--- src/rtl/ex_stage_pkg.sv ---
// Shared definitions for the execute stage: aluop and alusel codes, bus
// widths and the multiply-accumulate FSM state type.
package ex_stage_pkg;

  localparam int unsigned RegBus       = 32;
  localparam int unsigned DoubleRegBus = 64;
  localparam int unsigned RegAddrBus   = 5;
  localparam int unsigned AluOpBus     = 8;
  localparam int unsigned AluSelBus    = 3;
  localparam logic [RegBus-1:0] ZeroWord = 32'h0000_0000;

  localparam logic [7:0] EXE_AND_OP   = 8'b0010_0100;
  localparam logic [7:0] EXE_OR_OP    = 8'b0010_0101;
  localparam logic [7:0] EXE_XOR_OP   = 8'b0010_0110;
  localparam logic [7:0] EXE_NOR_OP   = 8'b0010_0111;
  localparam logic [7:0] EXE_SLL_OP   = 8'b0111_1100;
  localparam logic [7:0] EXE_SRL_OP   = 8'b0000_0010;
  localparam logic [7:0] EXE_SRA_OP   = 8'b0000_0011;
  localparam logic [7:0] EXE_MFHI_OP  = 8'b0001_0000;
  localparam logic [7:0] EXE_MTHI_OP  = 8'b0001_0001;
  localparam logic [7:0] EXE_MFLO_OP  = 8'b0001_0010;
  localparam logic [7:0] EXE_MTLO_OP  = 8'b0001_0011;
  localparam logic [7:0] EXE_ADDU_OP  = 8'b0010_0001;
  localparam logic [7:0] EXE_SUBU_OP  = 8'b0010_0011;
  localparam logic [7:0] EXE_SLT_OP   = 8'b0010_1010;
  localparam logic [7:0] EXE_SLTU_OP  = 8'b0010_1011;
  localparam logic [7:0] EXE_MULT_OP  = 8'b0001_1000;
  localparam logic [7:0] EXE_MULTU_OP = 8'b0001_1001;
  localparam logic [7:0] EXE_MUL_OP   = 8'b1010_1001;
  localparam logic [7:0] EXE_MADD_OP  = 8'b1010_0110;
  localparam logic [7:0] EXE_MADDU_OP = 8'b1010_1000;
  localparam logic [7:0] EXE_MSUB_OP  = 8'b1010_1010;
  localparam logic [7:0] EXE_MSUBU_OP = 8'b1010_1011;

  localparam logic [2:0] EXE_RES_NOP   = 3'b000;
  localparam logic [2:0] EXE_RES_LOGIC = 3'b001;
  localparam logic [2:0] EXE_RES_SHIFT = 3'b010;
  localparam logic [2:0] EXE_RES_MOVE  = 3'b011;
  localparam logic [2:0] EXE_RES_ARITH = 3'b100;
  localparam logic [2:0] EXE_RES_MUL   = 3'b101;

  typedef enum logic {
    S_IDLE = 1'b0,
    S_ACC  = 1'b1
  } madd_state_e;

  function automatic logic is_madd_op(input logic [7:0] op);
    return (op == EXE_MADD_OP) || (op == EXE_MADDU_OP) ||
           (op == EXE_MSUB_OP) || (op == EXE_MSUBU_OP);
  endfunction

endpackage

--- src/rtl/ex_mult.sv ---
// Combinational DATA_W x DATA_W -> 2*DATA_W multiplier. Both operands are
// extended to full product width (sign or zero) so a single unsigned
// multiply yields the correct low 2*DATA_W bits in either mode.
module ex_mult #(
  parameter int DATA_W = 32
) (
  input  logic [DATA_W-1:0]   a_i,
  input  logic [DATA_W-1:0]   b_i,
  input  logic                signed_i,
  output logic [2*DATA_W-1:0] prod_o
);

  logic [2*DATA_W-1:0] a_ext;
  logic [2*DATA_W-1:0] b_ext;

  // extend operands per signedness, then multiply at full width
  always_comb begin
    a_ext  = signed_i ? {{DATA_W{a_i[DATA_W-1]}}, a_i} : {{DATA_W{1'b0}}, a_i};
    b_ext  = signed_i ? {{DATA_W{b_i[DATA_W-1]}}, b_i} : {{DATA_W{1'b0}}, b_i};
    prod_o = a_ext * b_ext;
  end

endmodule

--- src/rtl/ex_stage.sv ---
// Execute stage: single-cycle ALU classes, HI/LO forwarding and writes, and
// a two-cycle multiply-accumulate sequence that stalls the pipe for one cycle.
// Optional feature macro: EX_MADD_EN (madd/msub FSM + hilo_temp). Without it,
// MADD/MADDU/MSUB/MSUBU behave as NOP and stallreq_o is tied low.
//
// state  | meaning
// S_IDLE | no accumulate in flight; madd-class op registers product, stalls
// S_ACC  | product held in hilo_temp; same op completes the HI/LO update
module ex_stage
  import ex_stage_pkg::*;
#(
  parameter int DATA_W     = 32,
  parameter int ACC_CYCLES = 2
) (
  input  logic              clk,
  input  logic              rst,
  input  logic [7:0]        aluop_i,
  input  logic [2:0]        alusel_i,
  input  logic [DATA_W-1:0] reg1_i,
  input  logic [DATA_W-1:0] reg2_i,
  input  logic [4:0]        wd_i,
  input  logic              wreg_i,
  input  logic [DATA_W-1:0] hi_i,
  input  logic [DATA_W-1:0] lo_i,
  input  logic              mem_whilo_i,
  input  logic [DATA_W-1:0] mem_hi_i,
  input  logic [DATA_W-1:0] mem_lo_i,
  input  logic              wb_whilo_i,
  input  logic [DATA_W-1:0] wb_hi_i,
  input  logic [DATA_W-1:0] wb_lo_i,
  output logic [4:0]        wd_o,
  output logic              wreg_o,
  output logic [DATA_W-1:0] wdata_o,
  output logic              whilo_o,
  output logic [DATA_W-1:0] hi_o,
  output logic [DATA_W-1:0] lo_o,
  output logic              stallreq_o
);

  localparam int SHAMT_W = $clog2(DATA_W);

  // the accumulate sequence is hard-wired to one stall cycle
  generate
    if (ACC_CYCLES != 2) begin : g_acc_cycles_illegal
      $error("ex_stage: ACC_CYCLES must be 2");
    end
  endgenerate

  logic [DATA_W-1:0]   fwd_hi;
  logic [DATA_W-1:0]   fwd_lo;
  logic                mult_signed;
  logic [2*DATA_W-1:0] prod;
  logic [DATA_W-1:0]   result;
  logic [SHAMT_W-1:0]  shamt;
  logic                whilo_c;
  logic [DATA_W-1:0]   hi_c;
  logic [DATA_W-1:0]   lo_c;
  logic                madd_whilo;
  logic                madd_stall;
  logic [2*DATA_W-1:0] madd_hilo;

  // youngest pending HI/LO write wins
  always_comb begin
    if (mem_whilo_i) begin
      fwd_hi = mem_hi_i;
      fwd_lo = mem_lo_i;
    end else if (wb_whilo_i) begin
      fwd_hi = wb_hi_i;
      fwd_lo = wb_lo_i;
    end else begin
      fwd_hi = hi_i;
      fwd_lo = lo_i;
    end
  end

  assign mult_signed = (aluop_i == EXE_MUL_OP)  || (aluop_i == EXE_MULT_OP) ||
                       (aluop_i == EXE_MADD_OP) || (aluop_i == EXE_MSUB_OP);

  ex_mult #(.DATA_W(DATA_W)) u_mult (
    .a_i     (reg1_i),
    .b_i     (reg2_i),
    .signed_i(mult_signed),
    .prod_o  (prod)
  );

  assign shamt = reg1_i[SHAMT_W-1:0];

  // write-back result selected by result class, then by operation
  always_comb begin
    result = '0;
    case (alusel_i)
      EXE_RES_LOGIC: begin
        case (aluop_i)
          EXE_AND_OP: result = reg1_i & reg2_i;
          EXE_OR_OP:  result = reg1_i | reg2_i;
          EXE_XOR_OP: result = reg1_i ^ reg2_i;
          EXE_NOR_OP: result = ~(reg1_i | reg2_i);
          default:    result = '0;
        endcase
      end
      EXE_RES_SHIFT: begin
        case (aluop_i)
          EXE_SLL_OP: result = reg2_i << shamt;
          EXE_SRL_OP: result = reg2_i >> shamt;
          EXE_SRA_OP: result = $signed(reg2_i) >>> shamt;
          default:    result = '0;
        endcase
      end
      EXE_RES_MOVE: begin
        case (aluop_i)
          EXE_MFHI_OP: result = fwd_hi;
          EXE_MFLO_OP: result = fwd_lo;
          default:     result = '0;
        endcase
      end
      EXE_RES_ARITH: begin
        case (aluop_i)
          EXE_ADDU_OP: result = reg1_i + reg2_i;
          EXE_SUBU_OP: result = reg1_i - reg2_i;
          EXE_SLT_OP:  result = {{(DATA_W-1){1'b0}}, ($signed(reg1_i) < $signed(reg2_i))};
          EXE_SLTU_OP: result = {{(DATA_W-1){1'b0}}, (reg1_i < reg2_i)};
          default:     result = '0;
        endcase
      end
      EXE_RES_MUL: begin
        if (aluop_i == EXE_MUL_OP) result = prod[DATA_W-1:0];
      end
      default: result = '0;
    endcase
  end

`ifdef EX_MADD_EN
  madd_state_e         state_q, state_d;
  logic [2*DATA_W-1:0] hilo_temp_q, hilo_temp_d;
  logic                madd_sub;

  assign madd_sub = (aluop_i == EXE_MSUB_OP) || (aluop_i == EXE_MSUBU_OP);

  // accumulate state and held product
  always_ff @(posedge clk) begin
    if (!rst) begin
      state_q     <= S_IDLE;
      hilo_temp_q <= '0;
    end else begin
      state_q     <= state_d;
      hilo_temp_q <= hilo_temp_d;
    end
  end

  // next state and accumulate outputs; a non-madd op in S_ACC is a flush
  always_comb begin
    state_d     = state_q;
    hilo_temp_d = hilo_temp_q;
    madd_whilo  = 1'b0;
    madd_stall  = 1'b0;
    madd_hilo   = '0;
    case (state_q)
      S_IDLE: begin
        if (is_madd_op(aluop_i)) begin
          hilo_temp_d = prod;
          madd_stall  = 1'b1;
          state_d     = S_ACC;
        end
      end
      S_ACC: begin
        state_d     = S_IDLE;
        hilo_temp_d = '0;
        if (is_madd_op(aluop_i)) begin
          madd_whilo = 1'b1;
          madd_hilo  = madd_sub ? ({fwd_hi, fwd_lo} - hilo_temp_q)
                                : ({fwd_hi, fwd_lo} + hilo_temp_q);
        end
      end
      default: begin
        state_d     = S_IDLE;
        hilo_temp_d = '0;
      end
    endcase
  end
`else
  // clock only feeds the accumulate FSM; keep it visibly consumed
  logic unused_clk;
  assign unused_clk = clk;
  assign madd_whilo = 1'b0;
  assign madd_stall = 1'b0;
  assign madd_hilo  = '0;
`endif

  // HI/LO write request
  always_comb begin
    whilo_c = 1'b0;
    hi_c    = '0;
    lo_c    = '0;
    case (aluop_i)
      EXE_MTHI_OP: begin
        whilo_c = 1'b1;
        hi_c    = reg1_i;
        lo_c    = fwd_lo;
      end
      EXE_MTLO_OP: begin
        whilo_c = 1'b1;
        hi_c    = fwd_hi;
        lo_c    = reg1_i;
      end
      EXE_MULT_OP, EXE_MULTU_OP: begin
        whilo_c      = 1'b1;
        {hi_c, lo_c} = prod;
      end
      default: begin
        whilo_c      = madd_whilo;
        {hi_c, lo_c} = madd_hilo;
      end
    endcase
  end

  assign wd_o       = rst ? wd_i       : '0;
  assign wreg_o     = rst ? wreg_i     : 1'b0;
  assign wdata_o    = rst ? result     : '0;
  assign whilo_o    = rst ? whilo_c    : 1'b0;
  assign hi_o       = rst ? hi_c       : '0;
  assign lo_o       = rst ? lo_c       : '0;
  assign stallreq_o = rst ? madd_stall : 1'b0;

endmodule

--- config.mk ---
export PLATFORM = sky130hd
export DESIGN_NAME = ex_stage
export DESIGN_NICKNAME = d
export VERILOG_FILES = /design/src/rtl/ex_stage_pkg.sv /design/src/rtl/ex_mult.sv /design/src/rtl/ex_stage.sv
export SDC_FILE = /design/constraint.sdc
export NUM_CORES = 2
export LEC_CHECK = 0
export ABC_AREA = 1
export BUFFER_PORTS_ARGS = -buffer_cell sky130_fd_sc_hd__buf_2
export CORE_MARGIN = 2
export CORE_UTILIZATION = 40
export DETAILED_ROUTE_END_ITERATION = 16
export GPL_TIMING_DRIVEN = 0
export PLACE_DENSITY = 0.56
export SETUP_SLACK_MARGIN = 0.02
export SLEW_MARGIN = 30
export SYNTH_ARGS = -nofsm -noshare
export SYNTH_HDL_FRONTEND = slang
export SYNTH_SLANG_ARGS = --single-unit
--- constraint.sdc ---
create_clock -name vclk -period 41.8
set_input_delay 8.36 -clock vclk [all_inputs]
set_output_delay 8.36 -clock vclk [all_outputs]
set_load 0.05 [all_outputs]
==> flow_summary.yaml <==
finish:
  seq_cells: 0
  design_area_sq_um: 66500
  clock_buffers: 0
  seq_area_sq_um: 0
  syn_to_final_growth_pct: 8.01
  postLayoutCoreUtil_pct: 43.4
  layout.nets: 11000
  layout-drive-gt1-share_pct: 7.02
sta:
  drv_slew: 0
  slew_headroom_pct: 22.8
  rsz0062_at_grt: "no"
  max_freq_ghz: 0.0343
  fin_crit_sh_pct: 69.7
  setup_viol: 0
  min_period_ns: 29.14
  worst_slack_ns: 12.66
  finalHoldViolations: 0
  setup_tns_ns: 0
  worstMarginPinSlew_ns: 1.16
die:
  die_y_microns: 396
  rows: 144
  die_x_microns: 396
  start_util_pct: 40.1
  dieArea_sq_um: 157000
  core-area_sq_um: 154000
  io_pins: 381
logic_synthesis:
  synthesis.nets: 10600
  syn_inst: 8473
  yosys-top-cells-area: "fa_1 (46%), inv_1 (14%), nand2_1 (12%), ha_1 (8.2%), a21oi_1 (2.9%)"
  syn_area_per_cell_sq_um: 7.27
  seq_area_frac_synth_pct: 0
  yosys.area.top_type_share_pct: 46.2
  ys_types: 65
  synth_top_cell_by_area: "fa_1"
  syn_area_sq_um: 61600
  yosysWarnings: 0
global_route:
  antenna_found_initial: 30
  grt_pass1_vias: 62600
  grt_pass1_wl_microns: 495000
  track_usage_pct: 45.7
  grt-ovfl-total: 0
  grt_max_degree: 23
outcome:
  status: "finished, final reports clean"
place:
  place_area_sq_um: 66500
  pre_cts_slack_ns: 13.05
  numPortBuffers: 378
  hpwl_microns: 318000
  gp_congestion: 1.15
critical_path:
  cp.required_ns: 33.44
  crit_top_cell: "fa_1"
  critPathMaxFanout: 10
  worstPathArrival_ns: 20.78
  critPathCaptureType: "output port"
  cpMaxStageDelayCell: "fa_1"
  slowest_delay_ns: 0.95
  cp-start-kind: "input pin"
  crit_type: "in -> out"
route:
  first_iter_violations: 7602
  wire_per_inst_microns: 32.9
  drtAntennaViolNets: 0
  route.met2.wl_microns: 150000
  top_layer: "met5"
  wl_met1_microns: 138000
  drt-total-wl_microns: 360000
  wl_met3_microns: 43000
  vias: 62200
  via_per_inst: 5.69
  route.detailed.drc: 0
  firstDrtPassIters: 8
clocking:
  post_cts_resized: 0
  cts_setup_buffers: 0
  cts_hold_buf: 0
hold_path:
  hold_class: "in -> out"
job:
  drv_cap: 0
==> layout by cell type, fill, tap and decap left out, types with 223 or more instances in the layout <==
cell      instances
fa_1           1421
o21ai_0         335
nor2_1          446
ha_1            404
clkbuf_1        223
buf_2           438
nand2_1        2000
a21oi_1         361
inv_1          2325
nand3_1         234
==> worst max-delay path: cells and delay by family <==
family	cells	cell delay [ns]
adders and majority gates	11	6.33
buffers and inverters	13	2.57
and+or+nand+nor	11	2.15
AOI/OAI and AO/OA	5	1.31
==> layer usage <==
| layer | vias to the layer above | global-route usage (%) |
|---|---|---|
| li1 | 25600 | - |
| met1 | 31600 | 59.1 |
| met2 | 4098 | 66.6 |
| met3 | 894 | 13.7 |
| met4 | 14 | 28.7 |
| met5 | - | 0.277 |
==> cell usage after synthesis, drive strengths merged (2+ instances only) <==
cell type and instances:
o211ai 32, a211oi 5, clkinv 8, a221oi 33, a31oi 26, nand2 2003
o21ai 349, nor3b 2, nand3 235, a2bb2oi 6, a22oi 36, mux2i 11
nor3 40, a21oi 362, o21a 15, xor2 28, nor4 9, inv 2334
nand3b 20, buf 97, nand4 32, or2 31, xnor2 19, a31o 18
o31ai 4, ha 404, o2111ai 12, a22o 3, a21o 18, clkbuf 303
o22ai 42, and3 5, and2 2, nor2 466, o21bai 21, fa 1421
a21boi 9, o221ai 5
==> through the flow <==
| stage | std cells | hold slack [ns] |
|---|---|---|
| 2_1_floorplan | 8473 | 16.94 |
| 3_3_place_gp | 10900 | 17.09 |
| 3_5_place_dp | 10900 | 17.09 |
| 4_1_cts | 10900 | 17.09 |
| 5_1_grt | 10900 | 17.10 |
| 6_report | 10900 | 17.09 |
==> layout make-up <==
| type | count | area, sq um |
|---|---|---|
| fillers | 16500 | 87000 |
| multi-input cells | 5731 | 51200 |
| inverters | 2342 | 8790 |
| well taps | 2044 | 2560 |
| repair buffers | 390 | 2180 |
| plain buffers | 400 | 1700 |
| diodes | 27 | 67.6 |
==> path summary, 6_finish.rpt <==
check        from       end  slack (ns)  cells past startpoint
min       wd_i[3]   wd_o[3]       17.09                      4
max    aluop_i[0]  hi_o[28]       12.66                     40
==> kinds of logic after synthesis <==
logic type | synth area share, %
buffers and inverters | 16.9
xor gates and xnor gates | 0.668
and+or+nand+nor | 18.5
AOI/OAI and AO/OA | 9.37
other | 0.00609
adders and majority gates | 54.4
muxes | 0.179
